## src/rtl/muldiv_pkg.sv

```systemverilog
// Shared types for the multiply/divide unit: op encoding, FSM states, default width.
// Latency: n/a (declarations only).
// Backpressure: n/a (declarations only).
package muldiv_pkg;

  localparam int WIDTH_DEFAULT = 32;

  typedef enum logic [1:0] {
    OP_MULT  = 2'b00,
    OP_MULTU = 2'b01,
    OP_DIV   = 2'b10,
    OP_DIVU  = 2'b11
  } op_e;

  typedef enum logic [1:0] {
    S_IDLE = 2'b00,
    S_CALC = 2'b01,
    S_FIX  = 2'b10,
    S_DONE = 2'b11
  } state_e;

endpackage

```

## src/rtl/muldiv_signfix.sv

```systemverilog
// Conditional two's-complement negation; drive neg with the sign bit to get an absolute value.
// Latency: combinational.
// Backpressure: none.
module muldiv_signfix #(
  parameter int W = 32
) (
  input  logic [W-1:0] dIn,
  input  logic         neg,
  output logic [W-1:0] dOut
);

  // negate when requested, pass through otherwise
  always_comb begin
    dOut = dIn;
    if (neg) dOut = ~dIn + 1'b1;
  end

endmodule

```

## src/rtl/muldiv_unit.sv

```systemverilog
// Iterative radix-2 multiply/divide (signed and unsigned) with HI/LO result registers.
// Latency: WIDTH CALC cycles + 1 FIX cycle, result in DONE; zero-operand shortcut when MULDIV_ZERO_BYPASS_EN is defined.
// Backpressure: busy stalls the pipeline during CALC/FIX; start is ignored there, flush aborts.
module muldiv_unit
  import muldiv_pkg::*;
#(
  parameter int WIDTH = WIDTH_DEFAULT
) (
  input  logic             clk,
  input  logic             rst,
  input  logic             start,
  input  logic [1:0]       op,
  input  logic [WIDTH-1:0] a,
  input  logic [WIDTH-1:0] b,
  input  logic             flush,
  output logic             busy,
  output logic             done,
  output logic [WIDTH-1:0] hi,
  output logic [WIDTH-1:0] lo,
  output logic             dz
);

  localparam int CW = $clog2(WIDTH) + 1;
  localparam logic [CW-1:0] LAST = CW'(WIDTH - 1);

  state_e state, stateNext;
  logic   accept;

  logic [CW-1:0]    cnt;
  logic [WIDTH-1:0] accHi;   // product high half / partial remainder
  logic [WIDTH-1:0] accLo;   // multiplier then product low half / dividend then quotient
  logic [WIDTH-1:0] opB;     // multiplicand or divisor magnitude
  logic             isDiv;
  logic             negLo;   // negate product (mult) or quotient (div) in FIX
  logic             negHi;   // negate remainder in FIX
  logic             divZero;

  op_e opIn;
  logic opDiv, opSigned, aNeg, bNeg, bZero, bypass;
  logic [WIDTH-1:0] magA, magB;

  assign opIn     = op_e'(op);
  assign opDiv    = (opIn == OP_DIV) || (opIn == OP_DIVU);
  assign opSigned = (opIn == OP_MULT) || (opIn == OP_DIV);
  assign aNeg     = opSigned & a[WIDTH-1];
  assign bNeg     = opSigned & b[WIDTH-1];
  assign bZero    = (b == '0);

`ifdef MULDIV_ZERO_BYPASS_EN
  logic aZero;
  assign aZero  = (a == '0);
  assign bypass = opDiv ? (aZero & ~bZero) : (aZero | bZero);
`else
  assign bypass = 1'b0;
`endif

  muldiv_signfix #(.W(WIDTH)) uAbsA (.dIn(a), .neg(aNeg), .dOut(magA));
  muldiv_signfix #(.W(WIDTH)) uAbsB (.dIn(b), .neg(bNeg), .dOut(magB));

  // sign correction applied in FIX
  logic [2*WIDTH-1:0] fixProd;
  logic [WIDTH-1:0]   fixQ, fixR;

  muldiv_signfix #(.W(2*WIDTH)) uFixP (.dIn({accHi, accLo}), .neg(negLo), .dOut(fixProd));
  muldiv_signfix #(.W(WIDTH))   uFixQ (.dIn(accLo), .neg(negLo), .dOut(fixQ));
  muldiv_signfix #(.W(WIDTH))   uFixR (.dIn(accHi), .neg(negHi), .dOut(fixR));

  // one iteration step of each algorithm
  logic [WIDTH:0]   sum;
  logic [WIDTH:0]   shifted;
  logic [WIDTH-1:0] trial;
  logic             divFit;

  assign sum     = {1'b0, accHi} + (accLo[0] ? {1'b0, opB} : {(WIDTH+1){1'b0}});
  assign shifted = {accHi, accLo[WIDTH-1]};
  assign divFit  = (shifted >= {1'b0, opB});
  assign trial   = shifted[WIDTH-1:0] - opB;

  assign busy = (state == S_CALC) || (state == S_FIX);
  assign done = (state == S_DONE);

  // FSM state register
  always_ff @(posedge clk or posedge rst) begin
    if (rst) state <= S_IDLE;
    else     state <= stateNext;
  end

  // next-state logic; flush wins over start, start only honoured in IDLE/DONE
  always_comb begin
    stateNext = state;
    accept    = 1'b0;
    case (state)
      S_IDLE, S_DONE: begin
        stateNext = S_IDLE;
        if (start) begin
          accept    = 1'b1;
          stateNext = bypass ? S_DONE : S_CALC;
        end
      end
      S_CALC: begin
        if (flush)            stateNext = S_IDLE;
        else if (cnt == LAST) stateNext = S_FIX;
      end
      S_FIX:   stateNext = flush ? S_IDLE : S_DONE;
      default: stateNext = S_IDLE;
    endcase
  end

  // operand latch, iteration datapath and result registers
  always_ff @(posedge clk or posedge rst) begin
    if (rst) begin
      cnt     <= '0;
      accHi   <= '0;
      accLo   <= '0;
      opB     <= '0;
      isDiv   <= 1'b0;
      negLo   <= 1'b0;
      negHi   <= 1'b0;
      divZero <= 1'b0;
      hi      <= '0;
      lo      <= '0;
      dz      <= 1'b0;
    end else if (accept) begin
      cnt     <= '0;
      isDiv   <= opDiv;
      divZero <= opDiv & bZero;
      negLo   <= (aNeg ^ bNeg) & ~(opDiv & bZero);
      negHi   <= opDiv & aNeg & ~bZero;
      accHi   <= '0;
      // zero divisor: run the raw dividend through so the remainder ends up equal to a
      accLo   <= (opDiv & bZero) ? a : magA;
      opB     <= magB;
      if (bypass) begin
        hi <= '0;
        lo <= '0;
        dz <= 1'b0;
      end
    end else if (state == S_CALC) begin
      cnt <= cnt + 1'b1;
      if (isDiv) begin
        accHi <= divFit ? trial : shifted[WIDTH-1:0];
        accLo <= {accLo[WIDTH-2:0], divFit};
      end else begin
        accHi <= sum[WIDTH:1];
        accLo <= {sum[0], accLo[WIDTH-1:1]};
      end
    end else if ((state == S_FIX) && !flush) begin
      dz <= divZero;
      if (isDiv) begin
        lo <= fixQ;
        hi <= fixR;
      end else begin
        {hi, lo} <= fixProd;
      end
    end
  end

endmodule

```

## config.mk

```make
export PLATFORM = sky130hd
export DESIGN_NAME = muldiv_unit
export DESIGN_NICKNAME = d
export VERILOG_FILES = /design/src/rtl/muldiv_pkg.sv /design/src/rtl/muldiv_signfix.sv /design/src/rtl/muldiv_unit.sv
export SDC_FILE = /design/constraint.sdc
export NUM_CORES = 1
export LEC_CHECK = 0
export ABC_AREA = 1
export CAP_MARGIN = 20
export CORE_ASPECT_RATIO = 0.6
export CORE_UTILIZATION = 24
export DETAILED_ROUTE_END_ITERATION = 7
export GPL_ROUTABILITY_DRIVEN = 0
export SETUP_SLACK_MARGIN = 0.02
export SYNTH_ARGS = -nofsm -noshare
export SYNTH_HDL_FRONTEND = slang
export SYNTH_HIERARCHICAL = 1
export SYNTH_SLANG_ARGS = --single-unit
```

## constraint.sdc

```tcl
create_clock -name clk -period 11.9 [get_ports clk]
set_input_delay 1.19 -clock clk [delete_from_list [all_inputs] [get_ports clk]]
set_output_delay 1.19 -clock clk [all_outputs]
set_load 0.02 [all_outputs]
```

# ---- Yosys cells after proc, flatten, opt, wreduce, memory -nomap -nowiden
# Cells that the tools add are included.
dict set report classes {
  order_cmp 1
  n_eq_ne 7
  reduce_logical 11
  n_bitwise 16
  n_mux 25
  addsub 8
}
# operator count
set ops {}
lappend ops {{$mux 32} 15}
lappend ops {{$add 32x1->32 const B} 4}
lappend ops {{$not 32->32} 4}
lappend ops {{$add 64x1->64 const B} 1}
lappend ops {{$mux 64} 1}
lappend ops {{$not 64->64} 1}
lappend ops {{$add 32x32->33} 1}
lappend ops {{$ge 33x32->1} 1}
lappend ops {{$logic_not 32->1} 1}
lappend ops {{$sub 32x32->32} 1}
lappend ops {{$mux 6} 2}
lappend ops {{$eq 2x2->1 const B} 4}
lappend ops {{$add 6x1->6 const B} 1}
lappend ops {{$and 1x1->1} 6}
lappend ops {{$eq 6x5->1 const B} 1}
lappend ops {{$mux 2} 3}
lappend ops {{$pmux 2 s3} 1}
lappend ops {{$logic_not 2->1} 2}
lappend ops {{$not 1->1} 4}
lappend ops {{$logic_or 1x1->1} 3}
lappend ops {{$mux 1} 3}
lappend ops {{$ne 3x2->1 const B} 1}
lappend ops {{$reduce_and 3->1} 1}
lappend ops {{$eq 2x1->1 const B} 1}
lappend ops {{other kinds (5)} 5}
dict set report totals {
  regBits 173
  out_inout_bits 67
}

# ---- Logic depth before layout (Yosys ltp)
# Gate-level depths: netlist of the first run.
dict set report depth {
  word_depth 6
  depth_mapped 19
  depth_no_buf 18
}

# ---- Hierarchy
# Netlist of the first run, hierarchy kept.
# mod seq_area_each_um2 n_inst cells_each area_per_inst_um2
set by_module_without_submodules {}
lappend by_module_without_submodules {muldiv_unit 4329.2 1 2221 13760.7}
lappend by_module_without_submodules {{muldiv_signfix at uAbsA ...} 0.0 4 227 1108.6}
lappend by_module_without_submodules {{muldiv_signfix at uFixP} 0.0 1 486 2362.3}

# ---- Worst setup path before layout of the first run
# OpenSTA, ideal clock, no wires.
dict set report synth_timing {
  path_type {input port to flip-flop}
  startpoint {in start}
  endpoint {reg dz}
  arrival_time_ns 2.341
  cell_stages 7
  required_ns 11.775
  path_slack_ns 9.435
  cell_sequence {nand2_1 inv_1 nor2_2 inv_2 nor2_1 buf_4 mux2_2}
}
dict set report synth_between {
  elab_chain_cells 4
}
# item line_no
set synth_lines {}
lappend synth_lines {{start, declared} muldiv_unit.sv:11} ;# input logic start,
lappend synth_lines {{$mux 1} muldiv_unit.sv:95} ;# if (start) begin
lappend synth_lines {{$mux 1} muldiv_unit.sv:92} ;# case (state)
lappend synth_lines {{$not 1->1 (no source line)} --}
lappend synth_lines {{$reduce_and 3->1 (no source line)} --}
lappend synth_lines {{end signal, assigned} muldiv_unit.sv:148} ;# dz <= divZero;
lappend synth_lines {{end, declared} muldiv_unit.sv:20} ;# output logic dz
# Every way passes these cells.
# A chain may end at the register's enable or synchronous reset.

# ---- Worst setup path after layout of the first run
dict set report layout_timing {
  startpoint {reg accHi[6]}
  endpoint {reg accHi[30]}
}
dict set report layout_between {
  elab_chain_cells 5
  elab_cells_between_ends 7
  classes_between {add/sub (2); order compare (1); mux (4)}
}
# item line_no
set layout_lines {}
lappend layout_lines {{start, declared} muldiv_unit.sv:30} ;# logic [WIDTH-1:0] accHi;
lappend layout_lines {{start signal, assigned} muldiv_unit.sv:141} ;# accHi <= divFit ? trial : shifted[WIDTH-1:0];
lappend layout_lines {{start signal, assigned} muldiv_unit.sv:144} ;# accHi <= sum[WIDTH:1];
lappend layout_lines {{$sub 32x32->32 / $ge 33x32->1 (equally long branches)} {muldiv_unit.sv:77, muldiv_unit.sv:76}}
lappend layout_lines {{$mux 32} muldiv_unit.sv:141}
lappend layout_lines {{$mux 32 (*)} muldiv_unit.sv:140} ;# if (isDiv) begin
lappend layout_lines {{$mux 32 (*)} muldiv_unit.sv:138} ;# end else if (state == S_CALC) begin
lappend layout_lines {{$mux 32 (*)} muldiv_unit.sv:123} ;# end else if (accept) begin
# Mark *: on every way between the ends. The rest lies on a longest branch, timed or not. The select of a mux whose other input is x is not followed.

==> results of run 1 <==
[metal layers]
metal / vias up / global-route usage (%) / wire, um
met2: 1343 / 23.76 / 29970
li1: 11510 / - / -
met1: 10910 / 31.63 / 43250
met5: - / 0.4357 / 86
met3: 63 / 7.659 / 13060
met4: 6 / 2.999 / 825
[flip-flops by register name, indices dropped and copies added (netlist names)]
register  cells
cnt           6
state         2
isDiv         1
dz            1
accHi        32
divZero       1
negLo         1
negHi         1
lo           32
hi           32
accLo        32
opB          32
[how the worst max path moves through the flow]
stage / from / end / slack (ns) / cells after the start
6_report: accHi[6]$_DFFE_PP0P_ / accHi[30]$_DFFE_PP0P_ / 8.20 / 12
5_1_grt: accHi[5]$_DFFE_PP0P_ / accHi[13]$_DFFE_PP0P_ / 8.04 / 12
4_1_cts: accHi[23]$_DFFE_PP0P_ / accHi[7]$_DFFE_PP0P_ / 8.36 / 11
3_5_place_dp: start / hi[26]$_DFFE_PP0P_ / 7.89 / 11
3_3_place_gp: start / hi[27]$_DFFE_PP0P_ / 7.87 / 11
2_1_floorplan: rst / accHi[0]$_DFFE_PP0P_ / 6.02 / 1
[cell type report]
cell class                 count  area [um^2]  share of cell area (%)
multi-input combinational   2840        13840                   58.60
sequential                   173         4337                   18.36
inverter                     494         1881                   7.960
timing repair buffer         156         1511                   6.397
tap                         1134         1419                   6.005
clock buffer                  18        439.2                   1.859
clock inverter                14        195.2                  0.8261
[through the flow]
| stage | setup WS [ns] | instances | hold WS (ns) | area [um^2] | utilization, % |
|---|---|---|---|---|---|
| global route | 8.037 | 4829 | 0.4684 | 23630 | 28.08 |
| floorplan | 6.022 | 3615 | 0.4298 | 20560 | - |
| finish | 8.199 | 4829 | 0.4623 | 23630 | 28.08 |
| CTS | 8.358 | 4829 | 0.4615 | 23630 | 28.08 |
| global placement | 7.874 | 4797 | 0.4461 | 22990 | 27.33 |
| detailed placement | 7.890 | 4797 | 0.4499 | 22990 | 27.33 |
[report_power, final]
part | internal [mW] | switching, mW
registers | 0.829 | 0.609
logic | 1.44 | 2.89
clock network | 0.346 | 0.308
[cells in the final DEF (no fill, tap or decap), types with 3 or more instances in the layout]
cell	count
nand3_1	210
nor2_2	50
inv_6	9
nand2_4	8
xnor2_1	67
inv_1	481
ha_1	73
nor2_4	32
xor2_1	45
o21bai_1	6
o21ai_4	5
clkdlybuf4s50_1	136
nand2_2	28
a31oi_1	98
o21ai_1	19
nor3_1	10
bufinv_16	3
nand2_1	1250
o21ai_0	177
nand3b_1	17
inv_2	7
buf_4	20
a21oi_1	108
inv_8	4
clkbuf_16	17
o21ai_2	10
o211ai_1	4
nor2_1	537
nor2_8	5
nand4_1	56
dfrtp_1	171
[cell families (layout without fill, tap and decap cells)]
group,Yosys count,after routing
buffers and inverters,602,682
muxes,1,1
and+or+nand+nor,2214,2214
xor gates and xnor gates,112,112
adders and majority gates,75,75
DFF,173,173
AOI/OAI and AO/OA,438,438
==> impl_metrics.py, run 1 <==
metrics = {
    "floorplan": {
        "dieArea_mm2": 0.08687,
        "die_w_um": 379.8,
        "start_util_pct": 24.43,
        "die_h_um": 228.7,
        "ioPinCount": 137,
        "row_count": 82,
        "core_mm2": 0.08413,
    },
    "synthesis": {
        "synth.mux.area_fraction_pct": 0.05478,
        "yosysMostFrequentCell": "nand2_1",
        "synth_compound_area_share_pct": 12.05,
        "seq_area_frac_synth_pct": 21.06,
        "synth_seq_cells": 173,
        "syn-num-nets": 3760,
        "ys_types": 50,
        "yosys-top-cells-area": "nand2_1 (23%), dfrtp_1 (21%), nor2_1 (9.9%)",
        "synth-main-ff-cell": "dfrtp_1",
        "yosys_warnings": 6,
        "netlist.area_leader.share_pct": 22.84,
        "synth_edf_count": 0,
        "async_flop_share_pct": 100.0,
        "synthCells": 3615,
        "synth_top_family_by_area": "simple AND/OR/NAND/NOR gates",
        "ys_top_cells_by_count": "nand2_1 (1251), nor2_1 (541), inv_1 (484)",
        "synth_top_cell_by_area": "nand2_1",
        "yosys.area_share.simple_pct": 45.75,
        "syn_avg_cell_area_um2": 5.687,
        "synth_adder_area_share_pct": 4.638,
        "syn_area_mm2": 0.02056,
        "synthXorXnorAreaFrac_pct": 4.772,
    },
    "layout": {
        "nets": 3827,
        "drive_gt1_share_pct": 5.846,
        "fillCellCount": 9567,
        "diodes": 0,
        "synthToLayoutAreaGrowth_pct": 14.93,
    },
    "worst_setup_path": {
        "arrival_ns": 4.08,
        "crit_family": "simple AND/OR/NAND/NOR gates",
        "crit_slowest_cell": "a21oi_2",
        "critPathBufInv": 0,
        "r2r-end": "accHi[30]$_DFFE_PP0P_",
        "crit_path_start_kind": "flip-flop",
        "cp.required_ns": 12.28,
        "cp_common_cell": "nand2_1",
        "critical_path_class": "reg -> reg",
        "rr_worst_depth": 12,
        "ff2ff_setup_slack_ns": 8.20,
        "critPathMaxFanout": 20,
        "path_cells": "ha_1, nand2_1, nor2_1, nand3_1, nor2_1, nand2_1, nand2_1, nor2_2, a21oi_2, nand2_1, nand3_1, nand2_1",
        "cp-end-kind": "flip-flop",
        "reg2reg_from": "accHi[6]$_DFFE_PP0P_",
        "cpPeakStageDelay_ns": 0.82,
    },
    "detailed_routing": {
        "drcViolationCount": 0,
        "routedWlPerCell_um": 18.05,
        "antenna_left": 0,
        "routed_via_density": 4.935,
        "vias": 23830,
        "drt-initial-drc-count": 3612,
        "routed_wl_um": 87190,
        "drt-pass1-iter-count": 6,
    },
    "hold_path": {
        "hold_end": "cnt[5]$_DFFE_PP0P_",
        "hold_start": "cnt[5]$_DFFE_PP0P_",
        "hold_path_depth": 1,
        "min_path_type": "reg -> reg",
    },
    "timing": {
        "hold_viol": 0,
        "finClkSkew_ns": 0.01577,
        "max_freq_mhz": 270.2,
        "finalCritPeriodShare_pct": 31.10,
        "setup_viol_count_final": 0,
        "worst_slew_pin_slew_ns": 1.064,
        "fin_tns_setup_ns": 0,
        "rsz0062_at_grt": "false",
        "fin_crit_ns": 3.701,
        "slew_headroom_pct": 29.08,
        "maxSlewViolCount": 0,
    },
    "clock_tree": {
        "cts_htree_levels": 4,
        "tritoncts": "done",
        "clock-root-buffer": "clkbuf_16",
        "ctsHoldBuffers": 0,
        "cts-resized-gates": 0,
        "postCtsSetupRepairBufs": 0,
        "clockBufferDepth": 2,
        "clk_latency_ns": 0.50,
        "cts.sinks": 173,
        "numCtsBuffers": 17,
        "clkTransAtPathRegs_ns": 0.09,
    },
    "place": {
        "io_buffers": 136,
        "place_hpwl_um": 69800,
    },
    "flow_run": {
        "cap_violations": 0,
    },
    "global_routing": {
        "grt_overflow": 0,
        "grt_use_total_pct": 19.75,
        "grt_antenna_before_repair": 3,
        "grt_pass1_vias": 21000,
        "grt_pass1_wl_um": 131400,
        "grt_max_degree": 101,
    },
    "power_and_ir_drop": {
        "p_total_mw": 6.420,
        "powerDensity_mw_per_mm2": 271.7,
        "leakage_nw": 11.83,
        "ir_worst_vdd_uv": 126.0,
    },
    "outcome": {
        "status": "completed",
    },
}
Note: power is estimated with default switching activity, not from simulation.
==> inputs of run 2 (changes only) <==
Clock period 11.9 ns to 3.45 ns, I/O delays scaled along.
==> run 2 against run 1 <==
The flow now finishes with violations (DRC). Sequential share of layout area fell by 0.37 points. Global-route usage about the same. Via count is 0.35% higher. Die area is the same. Fmax increased by 25%. Highest routed layer unchanged. Clock power increased to 3.3 times the previous value. Combinational power grew to 3.8 times the previous value. Worst setup slack lost 7.7 ns. Critical path type unchanged.
==> impl_metrics.py, run 2 (synthesized netlist as in run 1, its figures left out) <==
metrics = {
    "outcome": {
        "status": "complete, but fails checks",
        "violations": "DRC",
    },
    "floorplan": {
        "core_mm2": 0.08413,
        "ioPinCount": 137,
        "start_util_pct": 24.43,
        "die_h_um": 228.7,
        "dieArea_mm2": 0.08687,
        "die_w_um": 379.8,
        "row_count": 82,
    },
    "detailed_routing": {
        "routed_wl_um": 87430,
        "antenna_left": 0,
        "vias": 23920,
        "routedWlPerCell_um": 17.91,
        "drcViolationCount": 4,
        "routed_via_density": 4.899,
        "drt-pass1-iter-count": 8,
        "drt-initial-drc-count": 3238,
    },
    "worst_setup_path": {
        "crit_path_start_kind": "flip-flop",
        "arrival_ns": 3.31,
        "cp-end-kind": "flip-flop",
        "critical_path_class": "reg -> reg",
        "cp.required_ns": 3.80,
        "critPathMaxFanout": 32,
    },
    "layout": {
        "nets": 3879,
        "final_common_cell": "nand2_1",
        "drive_gt1_share_pct": 7.128,
        "synthToLayoutAreaGrowth_pct": 17.30,
        "final-seq-area_mm2": 0.004337,
        "fillCellCount": 9580,
        "layout_common_cells": "nand2_1 (1250), nor2_1 (537), inv_1 (481)",
        "multi_input_comb_area_mm2": 0.01384,
    },
    "power_and_ir_drop": {
        "leakage_nw": 12.12,
        "powerDensity_mw_per_mm2": 943.3,
        "ir_worst_vdd_uv": 431.1,
        "p_total_mw": 22.75,
    },
    "hold_path": {
        "min_path_type": "in -> async",
    },
    "global_routing": {
        "grt_pass1_vias": 21020,
        "grt_use_total_pct": 19.72,
        "grt_antenna_before_repair": 5,
        "grt_overflow": 0,
        "grt_max_degree": 119,
        "grt_pass1_wl_um": 131400,
    },
    "clock_tree": {
        "tritoncts": "done",
        "postCtsSetupRepairBufs": 0,
        "clockBufferDepth": 2,
        "clkTransAtPathRegs_ns": 0.08,
        "cts_htree_levels": 4,
        "numCtsBuffers": 17,
        "ctsHoldBuffers": 0,
        "clk_latency_ns": 0.50,
        "cts-resized-gates": 0,
        "clock-root-buffer": "clkbuf_16",
        "cts.sinks": 173,
    },
    "flow_run": {
        "cap_violations": 0,
    },
    "timing": {
        "setup_ws_ns": 0.4899,
        "fin_tns_setup_ns": 0,
        "rsz0062_at_grt": "false",
        "fin_crit_ns": 2.960,
        "maxSlewViolCount": 0,
        "setup_viol_count_final": 0,
        "finalCritPeriodShare_pct": 85.80,
        "finClkSkew_ns": 0.02005,
        "hold_viol": 0,
        "slew_headroom_pct": 44.32,
        "max_freq_mhz": 337.8,
        "worst_slew_pin_slew_ns": 0.8264,
    },
    "place": {
        "place_hpwl_um": 70920,
        "io_buffers": 136,
        "place_ws_ns": 0.5617,
    },
}
==> run 2: cell types whose count changed in the layout (fill, tap and decap cells not counted) <==
cell	previous run	this run
diode_2	0	2
buf_12	0	9
inv_6	9	8
clkinv_4	2	1
clkinvlp_4	1	3
clkinv_2	1	2
inv_8	4	2
buf_4	20	63
==> run 2: layout make-up <==
cell class                 count  area share (%)
clock buffer                  18           1.821
tap                         1134           5.884
inverter                     494           7.793
antenna                        2         0.02075
timing repair buffer         208           8.354
sequential                   173           17.98
multi-input combinational   2840           57.41
clock inverter                13          0.7316
==> run 2: per-layer routing <==
| layer | global-route usage, % | vias up | wire [um] |
|---|---|---|---|
| met5 | 0 | - | 63 |
| met2 | 23.39 | 1283 | 29590 |
| met1 | 31.05 | 10940 | 43170 |
| li1 | - | 11590 | - |
| met4 | 3.188 | 10 | 1182 |
| met3 | 8.871 | 93 | 13420 |
==> run 2: final timing paths <==
| kind | slack, ns | from | to | cells past startpoint |
|---|---|---|---|---|
| worst max-delay path | 0.49 | accLo[0]$_DFFE_PP0P_ | accHi[9]$_DFFE_PP0P_ | 14 |
| worst min-delay path | 0.28 | rst | lo[3]$_DFFE_PP0P_ | 2 |
| worst max register to register | 0.49 | accLo[0]$_DFFE_PP0P_ | accHi[9]$_DFFE_PP0P_ | 14 |
| worst min register to register | 0.46 | cnt[5]$_DFFE_PP0P_ | cnt[5]$_DFFE_PP0P_ | 1 |
| max in group asynchronous | 2.35 | rst | isDiv$_DFFE_PP0P_ | 3 |
| min in group clk | 0.46 | cnt[5]$_DFFE_PP0P_ | cnt[5]$_DFFE_PP0P_ | 1 |
==> run 2: metrics by stage <==
stage	cell area [um^2]	hold slack, ns	instances	utilization, %
2_1_floorplan	20560	0.4298	3615	-
3_3_place_gp	23490	0.4485	4849	27.93
3_5_place_dp	23490	0.4515	4849	27.93
4_1_cts	24110	0.2841	4880	28.66
5_1_grt	24110	0.3098	4880	28.66
6_report	24110	0.2773	4882	28.66
==> run 2: power breakdown <==
part | leakage (nW) | switching, mW | internal, mW
registers | 2.16 | 1.34 | 2.88
logic | 9.66 | 11.1 | 5.27
clock network | 0.298 | 0.999 | 1.17
total | 12.1 | 13.4 | 9.32
==> run 2: critical path: stages, from the launching register on <==
cell and delay (ns):
dfrtp_1 0.41, buf_12 0.17, nand2_1 0.12, inv_1 0.06
ha_1 0.35, a21oi_1 0.40, o21ai_0 0.35, inv_1 0.12
nand2_1 0.15, nand2_1 0.10, nand2_1 0.04, o21ai_0 0.27
inv_1 0.08, nand3_1 0.08, o21ai_1 0.06
